===== config.mk =====
export PLATFORM = sky130hd
export DESIGN_NAME = key_cmd_scheduler_flat
export DESIGN_NICKNAME = d
export VERILOG_FILES = /design/src/rtl/key_cmd_pkg.sv /design/src/rtl/key_cmd_scheduler_if.sv /design/src/rtl/key_cmd_fifo.sv /design/src/rtl/key_cmd_scheduler.sv /design/src/flat_wrapper.sv
export SDC_FILE = /design/constraint.sdc
export NUM_CORES = 1
export LEC_CHECK = 0
export BUFFER_PORTS_ARGS = -buffer_cell sky130_fd_sc_hd__buf_4
export CORE_UTILIZATION = 55
export CTS_BUF_LIST = sky130_fd_sc_hd__clkbuf_16
export CTS_CLUSTER_SIZE = 30
export DETAILED_ROUTE_END_ITERATION = 8
export PLACE_DENSITY = 0.79
export SLEW_MARGIN = 30
export SYNTH_ARGS = -nofsm -noshare
export SYNTH_HDL_FRONTEND = slang
export SYNTH_HIERARCHICAL = 1
export SYNTH_SLANG_ARGS = --single-unit

===== constraint.sdc =====
create_clock -name clk -period 2.7 [get_ports clk]
set_input_delay 0.135 -clock clk [delete_from_list [all_inputs] [get_ports clk]]
set_output_delay 0.135 -clock clk [all_outputs]
set_load 0.005 [all_outputs]

===== src/rtl/key_cmd_pkg.sv =====
// Shared definitions for the keyboard command scheduler: command codes,
// mapped scan codes and the repeat FSM state encoding.
package key_cmd_pkg;

  localparam int unsigned CMD_W = 3;
  localparam int unsigned KEY_W = 9;

  typedef logic [CMD_W-1:0] cmd_t;

  localparam cmd_t CMD_NONE  = 3'd0;
  localparam cmd_t CMD_UP    = 3'd1;
  localparam cmd_t CMD_LEFT  = 3'd2;
  localparam cmd_t CMD_DOWN  = 3'd3;
  localparam cmd_t CMD_RIGHT = 3'd4;
  localparam cmd_t CMD_ENTER = 3'd5;

  localparam logic [KEY_W-1:0] SC_W     = 9'h01D;
  localparam logic [KEY_W-1:0] SC_A     = 9'h01C;
  localparam logic [KEY_W-1:0] SC_S     = 9'h01B;
  localparam logic [KEY_W-1:0] SC_D     = 9'h023;
  localparam logic [KEY_W-1:0] SC_ENTER = 9'h05A;

  typedef logic [1:0] rpt_state_t;

  localparam rpt_state_t ST_IDLE   = 2'd0;
  localparam rpt_state_t ST_DELAY  = 2'd1;
  localparam rpt_state_t ST_REPEAT = 2'd2;

  // Extended-prefix codes carry bit 8 set and so never match a mapped key.
  function automatic cmd_t decode_key(input logic [KEY_W-1:0] code);
    case (code)
      SC_W:     return CMD_UP;
      SC_A:     return CMD_LEFT;
      SC_S:     return CMD_DOWN;
      SC_D:     return CMD_RIGHT;
      SC_ENTER: return CMD_ENTER;
      default:  return CMD_NONE;
    endcase
  endfunction

endpackage


===== src/rtl/key_cmd_scheduler_if.sv =====
// Key event input and command output bundle of the keyboard command scheduler.
interface key_cmd_scheduler_if;
  import key_cmd_pkg::*;

  logic              key_valid;
  logic [KEY_W-1:0]  key_code;
  logic              key_make;
  logic              cmd_valid;
  logic              cmd_ready;
  cmd_t              cmd;
  cmd_t              held;
  logic              overflow;

  modport master (
    output key_valid, key_code, key_make, cmd_ready,
    input  cmd_valid, cmd, held, overflow
  );

  modport slave (
    input  key_valid, key_code, key_make, cmd_ready,
    output cmd_valid, cmd, held, overflow
  );

endinterface


===== src/rtl/key_cmd_fifo.sv =====
// Command FIFO; a push while full is accepted when a pop happens the same cycle.
module key_cmd_fifo
  import key_cmd_pkg::*;
#(
  parameter int unsigned DEPTH = 4
) (
  input  logic clk,
  input  logic rst,
  input  logic push,
  input  cmd_t push_data,
  input  logic pop,
  output logic full,
  output logic empty,
  output cmd_t head
);

  localparam int unsigned AW = $clog2(DEPTH);
  localparam int unsigned PW = AW + 1;

  logic [PW-1:0] wr_ptr;
  logic [PW-1:0] rd_ptr;
  cmd_t          mem [DEPTH];
  logic          do_pop_c;
  logic          do_push_c;

  assign empty     = (wr_ptr == rd_ptr);
  assign full      = (wr_ptr[AW] != rd_ptr[AW]) && (wr_ptr[AW-1:0] == rd_ptr[AW-1:0]);
  assign do_pop_c  = pop && !empty;
  assign do_push_c = push && (!full || do_pop_c);
  assign head      = empty ? CMD_NONE : mem[rd_ptr[AW-1:0]];

  always_ff @(posedge clk or posedge rst) begin
    if (rst) begin
      wr_ptr <= '0;
      rd_ptr <= '0;
    end else begin
      if (do_push_c) wr_ptr <= wr_ptr + PW'(1);
      if (do_pop_c)  rd_ptr <= rd_ptr + PW'(1);
    end
  end

  // Storage needs no reset: head is masked while empty.
  always_ff @(posedge clk) begin
    if (do_push_c) mem[wr_ptr[AW-1:0]] <= push_data;
  end

endmodule


===== src/rtl/key_cmd_scheduler.sv =====
// Turns decoder key events into queued navigation commands with last-pressed-wins
// arbitration; typematic auto-repeat is built only when KEY_REPEAT_EN is defined.
module key_cmd_scheduler
  import key_cmd_pkg::*;
#(
  parameter int unsigned REPEAT_DELAY  = 25_000_000,
  parameter int unsigned REPEAT_PERIOD = 5_000_000,
  parameter int unsigned FIFO_DEPTH    = 4
) (
  input  logic clk,
  input  logic rst,
  key_cmd_scheduler_if.slave bus
);

  if (REPEAT_DELAY < 2 || REPEAT_PERIOD < 2 || FIFO_DEPTH < 2) begin : g_bad_params
    $error("key_cmd_scheduler: REPEAT_DELAY, REPEAT_PERIOD and FIFO_DEPTH must be >= 2");
  end

  cmd_t key_cmd_c;
  cmd_t push_data_c;
  cmd_t head;
  cmd_t held_q, held_n;
  logic ovf_q, ovf_n;
  logic press_c, release_c, tick_c, push_c, pop_c;
  logic full, empty;

  assign key_cmd_c   = decode_key(bus.key_code);
  assign press_c     = bus.key_valid && bus.key_make && (key_cmd_c != CMD_NONE);
  assign release_c   = bus.key_valid && !bus.key_make && (key_cmd_c != CMD_NONE)
                       && (key_cmd_c == held_q);
  assign pop_c       = !empty && bus.cmd_ready;
  // A press always wins the push slot; a repeat only fills an empty FIFO.
  assign push_c      = press_c || (tick_c && empty);
  assign push_data_c = press_c ? key_cmd_c : held_q;

`ifdef KEY_REPEAT_EN
  localparam int unsigned CNT_MAX = (REPEAT_DELAY > REPEAT_PERIOD) ? REPEAT_DELAY : REPEAT_PERIOD;
  localparam int unsigned CNT_W   = $clog2(CNT_MAX);
  localparam logic [CNT_W-1:0] DELAY_LAST  = CNT_W'(REPEAT_DELAY - 1);
  localparam logic [CNT_W-1:0] PERIOD_LAST = CNT_W'(REPEAT_PERIOD - 1);

  rpt_state_t       state_q, state_n;
  logic [CNT_W-1:0] cnt_q, cnt_n;

  always_ff @(posedge clk or posedge rst) begin
    if (rst) begin
      state_q <= ST_IDLE;
      cnt_q   <= '0;
    end else begin
      state_q <= state_n;
      cnt_q   <= cnt_n;
    end
  end

  // Repeat timing; key events override whatever the counter decided.
  always_comb begin
    state_n = state_q;
    cnt_n   = cnt_q;
    tick_c  = 1'b0;
    case (state_q)
      ST_DELAY: begin
        if (cnt_q == DELAY_LAST) begin
          tick_c  = 1'b1;
          state_n = ST_REPEAT;
          cnt_n   = '0;
        end else begin
          cnt_n = cnt_q + CNT_W'(1);
        end
      end
      ST_REPEAT: begin
        if (cnt_q == PERIOD_LAST) begin
          tick_c = 1'b1;
          cnt_n  = '0;
        end else begin
          cnt_n = cnt_q + CNT_W'(1);
        end
      end
      default: begin
        state_n = ST_IDLE;
        cnt_n   = '0;
      end
    endcase
    if (press_c) begin
      state_n = (key_cmd_c == CMD_ENTER) ? ST_IDLE : ST_DELAY;
      cnt_n   = '0;
    end else if (release_c) begin
      state_n = ST_IDLE;
      cnt_n   = '0;
    end
  end
`else
  assign tick_c = 1'b0;
`endif

  always_ff @(posedge clk or posedge rst) begin
    if (rst) begin
      held_q <= CMD_NONE;
      ovf_q  <= 1'b0;
    end else begin
      held_q <= held_n;
      ovf_q  <= ovf_n;
    end
  end

  always_comb begin
    held_n = held_q;
    ovf_n  = ovf_q;
    if (press_c) begin
      held_n = key_cmd_c;
      if (full && !pop_c) ovf_n = 1'b1;
    end else if (release_c) begin
      held_n = CMD_NONE;
    end
  end

  key_cmd_fifo #(
    .DEPTH (FIFO_DEPTH)
  ) u_fifo (
    .clk       (clk),
    .rst       (rst),
    .push      (push_c),
    .push_data (push_data_c),
    .pop       (pop_c),
    .full      (full),
    .empty     (empty),
    .head      (head)
  );

  assign bus.cmd_valid = !empty;
  assign bus.cmd       = head;
  assign bus.held      = held_q;
  assign bus.overflow  = ovf_q;

endmodule


===== src/flat_wrapper.sv =====
// flat-port wrapper written by rule: the top's interface ports become plain ports
module key_cmd_scheduler_flat import key_cmd_pkg::*;
#(
  parameter int unsigned REPEAT_DELAY  = 25_000_000,
  parameter int unsigned REPEAT_PERIOD = 5_000_000,
  parameter int unsigned FIFO_DEPTH    = 4
)
  (clk, rst, bus_key_valid, bus_key_code, bus_key_make, bus_cmd_ready, bus_cmd_valid, bus_cmd, bus_held, bus_overflow);
  key_cmd_scheduler_if bus_i ();
  input  logic clk;
  input  logic rst;
  input wire logic [$bits(bus_i.key_valid)-1:0] bus_key_valid;
  input wire logic [$bits(bus_i.key_code)-1:0] bus_key_code;
  input wire logic [$bits(bus_i.key_make)-1:0] bus_key_make;
  input wire logic [$bits(bus_i.cmd_ready)-1:0] bus_cmd_ready;
  output wire logic [$bits(bus_i.cmd_valid)-1:0] bus_cmd_valid;
  output wire logic [$bits(bus_i.cmd)-1:0] bus_cmd;
  output wire logic [$bits(bus_i.held)-1:0] bus_held;
  output wire logic [$bits(bus_i.overflow)-1:0] bus_overflow;
  assign bus_i.key_valid = bus_key_valid;
  assign bus_i.key_code = bus_key_code;
  assign bus_i.key_make = bus_key_make;
  assign bus_i.cmd_ready = bus_cmd_ready;
  assign bus_cmd_valid = bus_i.cmd_valid;
  assign bus_cmd = bus_i.cmd;
  assign bus_held = bus_i.held;
  assign bus_overflow = bus_i.overflow;
  key_cmd_scheduler #(.REPEAT_DELAY(REPEAT_DELAY), .REPEAT_PERIOD(REPEAT_PERIOD), .FIFO_DEPTH(FIFO_DEPTH)) u_core (.clk(clk), .rst(rst), .bus(bus_i));
endmodule

==> results of run 1 <==
==> synthesized netlist by cell type (all sizes together), types with 2 or more instances <==
| master | instances |
|---|---|
| nand2b | 2 |
| or3 | 5 |
| a22oi | 2 |
| ha | 5 |
| nand3b | 2 |
| xnor2 | 7 |
| nor3 | 5 |
| inv | 7 |
| dfrtp | 10 |
| and3 | 4 |
| o41ai | 2 |
| a211oi | 3 |
| nand2 | 5 |
| nor2b | 7 |
| o22a | 2 |
| mux4 | 3 |
| o22ai | 3 |
| edfxtp | 12 |
| mux2 | 2 |
| xor2 | 3 |
| o21ai | 5 |
| or2b | 2 |
==> layer usage <==
| metal | vias up | global-route usage [%] | wire length, um |
|---|---|---|---|
| met3 | 4 | 3.51 | 79 |
| met4 | 0 | 9.46 | 44 |
| li1 | 481 | - | - |
| met5 | - | 0 | 0 |
| met1 | 478 | 24.8 | 1030 |
| met2 | 23 | 45.7 | 1420 |
==> worst reg2reg max path: stages (launching register included) <==
cell and delay [ns]:
dfrtp_1 0.52, xor2_4 0.26, nor3_1 0.29, nor2b_1 0.17
or4_1 0.59, and3_1 0.26
==> flip-flops by register name (all words and copies together) (netlist names) <==
register	count
u_core/bus.held	3
u_core/bus.overflow	1
u_core/u_fifo/rd_ptr	3
u_core/u_fifo/wr_ptr	3
u_core/u_fifo/mem	12
==> stage by stage <==
stage	utilization (%)	instance area, um^2	total power (W)
after floorplan	-	1360	0.000565
after global placement	68.4	1560	0.000649
after detailed placement	68.4	1560	0.000661
after CTS	72.3	1650	0.000966
after global routing	72.3	1650	0.00101
final	72.3	1650	0.000960
==> where the power goes <==
part | leakage, nW | switching (W) | internal [W]
Clock | 0.0412 | 0.000106 | 0.000198
Combinational | 0.419 | 0.000111 | 0.000139
Sequential | 0.251 | 0.0000370 | 0.000369
Total | 0.711 | 0.000254 | 0.000706
==> final cells by class <==
class	instances	area, um^2	area share [%]
well taps	28	35.0	2.13
inverters	7	26.3	1.60
flip-flops and latches	22	611	37.1
repair buffers	24	183	11.1
clock buffers	3	75.1	4.56
multi-input cells	83	713	43.3
clock inverters	1	3.75	0.228
==> logic make-up (layout without fill, tap and decap cells) <==
kind of cell,Yosys count,in the layout,synth area share [%]
DFF,22,22,44.9
muxes,5,5,7.45
and+or+nand+nor,40,40,18.7
adders and majority gates,5,5,4.60
buffers and inverters,8,35,2.76
xor gates and xnor gates,10,10,8.36
AOI/OAI and AO/OA,23,23,13.2
==> how the worst min path moves through the flow <==
| stage | start | to | slack, ns | cells after the start |
|---|---|---|---|---|
| detailed placement | rst | u_core/bus.held[2] | 0.03 | 2 |
| CTS | bus_key_make | u_core/bus.held[1] | 0.15 | 3 |
| finish | bus_key_make | u_core/bus.held[1] | 0.15 | 3 |
| global route | bus_key_make | u_core/bus.held[1] | 0.22 | 3 |
| floorplan | rst | u_core/bus.held[0] | -0.1 | 1 |
| global placement | rst | u_core/bus.overflow | 0.03 | 2 |
==> placed cells by master, fill, tap and decap left out, types with 3 or more instances in the layout <==
master and instances:
nor2b_1 7, inv_1 7, and3_1 4, clkbuf_16 3
or3_1 4, buf_4 23, mux4_1 3, o22ai_1 3
nand2_1 5, dfrtp_1 10, ha_1 5, xnor2_1 7
nor3_1 5, edfxtp_1 12, o21ai_1 5
==> impl_metrics.yaml, run 1 <==
finish:
  drive_above_1_share_pct: 25.7
  nNetsFinal: 160
  fin_cells: 168
  syn2layout_area_growth_pct: 21.0
  nFillCells: 168
  n_antenna_cell: 0
setup_path:
  r2r_end: "u_core/u_fifo/mem[0][2]"
  critPathMaxStageDelay_ns: 0.59
  reg2reg_depth: 5
  cp_slowest_cell: "or4_1"
  cp_cell_sequence: "xor2_4, nor3_1, nor2b_1, or4_1, and3_1"
  worstReg2RegStart: "u_core/u_fifo/rd_ptr[0]"
  cp.depth: 5
  critPathLaunchType: "flop"
  critPathLaunch: "u_core/u_fifo/rd_ptr[0]"
  crit_family: "simple AND/OR/NAND/NOR gates"
  path_buf_inv: 0
  cp.arrival_ns: 2.35
  worstPathRequired_ns: 2.70
  worstSetupPathType: "flop to flop"
  cp-endpoint: "u_core/u_fifo/mem[0][2]"
  reg2reg_setup_slack_ns: 0.35
  path_max_fanout: 7
  cp-end-kind: "flop"
timing:
  period_share_pct: 87.2
  worstMarginPinSlew_ns: 0.467
  rsz0062_at_grt: "no"
  min_period_ns: 2.35
  setup_tns_ns: 0
  maxSlewViolCount: 0
  finalHoldViolCount: 0
  fin_worst_skew_ns: 0.00419
  hold_slack_ns: 0.153
  relSlewSlack_pct: 68.5
  worst_slack_ns: 0.346
  setup-violations-final: 0
  fmax_mhz: 425
cts:
  path_clk_slew_ns: 0.06
  cts_buffers: 3
  cts_tree: "yes"
  post_cts_buffers: 0
  hold_buffers: 1
  clock_latency_ns: 0.25
  cts_resized: 0
  h-tree-depth: 1
  clockBufferDepth: 2
  clock_sinks: 22
  cts-root-buf: "clkbuf_16"
pwr:
  p_leak_nw: 0.711
  p_per_area_mw_per_mm2: 583
  ir_drop_v: 0.000475
global_routing:
  first_global_vias: 980
  grt_usage_pct: 23.5
  grt_pass1_wl_mm: 4.41
  grt.overflow.total: 0
  grt_max_degree: 13
  antenna_found_initial: 0
detailed_routing:
  post-route-drc-count: 0
  routed_via_density: 5.87
  drt-initial-drc-count: 25
  wirelength_mm: 2.58
  drt_pass1_iterations: 4
  via_count: 986
  wire_per_inst_um: 15.3
  postRouteAntennaNets: 0
synthesis:
  synth.cell_area_mm2: 0.00136
  avgSynthCellArea_um2: 12.0
  syn_nets: 132
  yosysWarnings: 6
  yosysUniqueCellTypes: 42
  synth_seq_cells: 22
  synth_top_area_share_pct: 26.5
  synth_ff_type: "edfxtp_1"
  yosysSeqAreaShare_pct: 44.9
  synthArstFlopShare_pct: 45.5
  synth-edff-count: 12
  yosys.area.top_type: "edfxtp_1"
  synth_area_leaders: "edfxtp_1 (26%), dfrtp_1 (18%), mux4_1 (5.8%)"
  netlist_instances: 113
floorplan:
  dieArea_mm2: 0.00268
  fp-row-count: 17
  start_util_pct: 59.8
  core_area_mm2: 0.00228
  die_w_um: 51.8
  io_pins: 22
  fp.dieH_um: 51.8
run_status:
  status: "completed"
placement:
  place.gp.congestion: 0.872
  port_buffers: 21
  dp_slack_ns: 0.391
  dp_hpwl_mm: 2.04
  place_inst: 163
worst_hold_path:
  min_path_type: "primary input to flop"
run:
  cap_viol_max_count: 0
Note: power is estimated with default switching activity, not from simulation.
==> run 2, diff against run 1 <==
--- a/config.mk
+++ b/config.mk
@@ -6,6 +6,7 @@
 export NUM_CORES = 1
 export LEC_CHECK = 0
 export BUFFER_PORTS_ARGS = -buffer_cell sky130_fd_sc_hd__buf_4
+export CORE_ASPECT_RATIO = 0.8
 export CORE_UTILIZATION = 55
 export CTS_BUF_LIST = sky130_fd_sc_hd__clkbuf_16
 export CTS_CLUSTER_SIZE = 30
==> constraint.sdc (replaced) <==
create_clock -name clk -period 2.3 [get_ports clk]
set_input_delay 0.115 -clock clk [delete_from_list [all_inputs] [get_ports clk]]
set_output_delay 0.115 -clock clk [all_outputs]
set_load 0.005 [all_outputs]
==> impl_metrics.yaml, run 2 (same netlist as run 1, synthesis figures left out) <==
cts:
  path_clk_slew_ns: 0.06
  cts_buffers: 3
  clock_latency_ns: 0.25
  cts_tree: "yes"
  h-tree-depth: 1
  clockBufferDepth: 2
  clock_sinks: 22
  post_cts_buffers: 0
  cts-root-buf: "clkbuf_16"
timing:
  worst_slack_ns: 0.121
  fmax_mhz: 459
  rsz0062_at_grt: "no"
  min_period_ns: 2.18
  finalHoldViolCount: 0
  maxSlewViolCount: 0
  setup-violations-final: 0
  worstMarginPinSlew_ns: 0.472
  period_share_pct: 94.7
  setup_tns_ns: 0
  fin_worst_skew_ns: 0.00430
  relSlewSlack_pct: 68.3
global_routing:
  grt_max_degree: 14
  grt_usage_pct: 24.4
  grt_pass1_wl_mm: 4.66
  antenna_found_initial: 0
  grt.overflow.total: 0
  first_global_vias: 978
setup_path:
  path_buf_inv: 0
  path_max_fanout: 7
  critPathMaxStageDelay_ns: 0.58
  cp_slowest_cell: "or4_1"
  cp_cell_sequence: "xor2_4, nor3_1, nor2b_1, or4_1, and3_1"
  worstPathRequired_ns: 2.29
  worstSetupPathType: "flop to flop"
  cp.depth: 5
  critPathLaunchType: "flop"
  reg2reg_depth: 5
  crit_family: "simple AND/OR/NAND/NOR gates"
  cp.arrival_ns: 2.17
  cp-end-kind: "flop"
detailed_routing:
  wirelength_mm: 2.81
  routed_via_density: 5.88
  drt-initial-drc-count: 42
  wire_per_inst_um: 16.5
  post-route-drc-count: 1
  via_count: 999
  drt_pass1_iterations: 6
  postRouteAntennaNets: 0
finish:
  largest_register_ffs: 12
  final_cell_area_mm2: 0.00171
  layout_commonest_cell: "buf_4"
  n_antenna_cell: 0
  syn2layout_area_growth_pct: 25.9
  drive_above_1_share_pct: 29.0
  final_cell_mix: "buf_4 (28), edfxtp_1 (12), dfrtp_1 (10)"
  nNetsFinal: 165
placement:
  dpl_cell_area_mm2: 0.00159
  port_buffers: 21
  dp_hpwl_mm: 2.15
  place.gp.congestion: 0.832
  dp_slack_ns: 0.00457
floorplan:
  fp-row-count: 15
  core_area_mm2: 0.00225
  start_util_pct: 60.4
  io_pins: 22
  dieArea_mm2: 0.00268
  fp.dieH_um: 46.5
  die_w_um: 57.6
pwr:
  ir_drop_v: 0.000423
  p_leak_nw: 0.745
  p_per_area_mw_per_mm2: 743
run_status:
  violations: "DRC"
  status: "finished with violations"
worst_hold_path:
  min_path_type: "primary input to flop"
  whs_path_depth: 3
run:
  cap_viol_max_count: 0
[run 2: final timing paths]
kind | from | to | slack [ns]
worst min-delay path | bus_key_make | u_core/bus.held[1] | 0.14
worst min register to register | u_core/bus.overflow | u_core/bus.overflow | 0.47
min in group asynchronous | rst | u_core/bus.overflow | 0.32
worst max-delay path | u_core/u_fifo/wr_ptr[0] | u_core/u_fifo/mem[2][0] | 0.12
max in group asynchronous | rst | u_core/u_fifo/rd_ptr[1] | 1.72
worst max register to register | u_core/u_fifo/wr_ptr[0] | u_core/u_fifo/mem[2][0] | 0.12
[run 2: routing by layer]
metal	up-vias	GRT usage, %	routed length (um)
li1	492	-	-
met1	476	32.6	1340
met2	27	40.2	1310
met3	4	4.78	130
met4	0	8.78	31
met5	-	0	0
[run 2: repair_timing]
action / 4_1_cts / 5_1_grt
hold buffers: 1 / 0
endpoints found under the setup margin: 3 / 0
endpoints found under the hold margin: 10 / 0
resized for setup: 1 / 0
[run 2: per-stage QoR]
stage                     cells  hold WS, ns  utilization (%)  total power [W]
after global routing        170        0.180             76.1          0.00132
after detailed placement    165       0.0301             70.7         0.000800
after CTS                   170        0.138             76.1          0.00129
after floorplan             113       -0.119                -         0.000664
after global placement      165       0.0192             70.7         0.000789
final                       170        0.142             76.1          0.00127
[run 2: layout make-up]
| cell class | instances | area [um^2] |
|---|---|---|
| multi-input cells | 83 | 721 |
| flip-flops and latches | 22 | 611 |
| fillers | 136 | 538 |
| repair buffers | 29 | 220 |
| clock buffers | 3 | 75.1 |
| well taps | 25 | 31.3 |
| clock inverters | 1 | 30.0 |
| inverters | 7 | 26.3 |
[run 2: where the power goes]
part           switching, W  internal (W)  leakage [nW]
logic              0.000155      0.000183         0.443
registers         0.0000257      0.000434         0.251
clock network      0.000131      0.000345        0.0511
total              0.000311      0.000961         0.745
[run 2: worst reg2reg max path: cells and delay by family, from the launching register on]
family	cells	cell delay, ns
and+or+nand+nor	4	1.22
xor gates and xnor gates	1	0.22
DFF	1	0.48
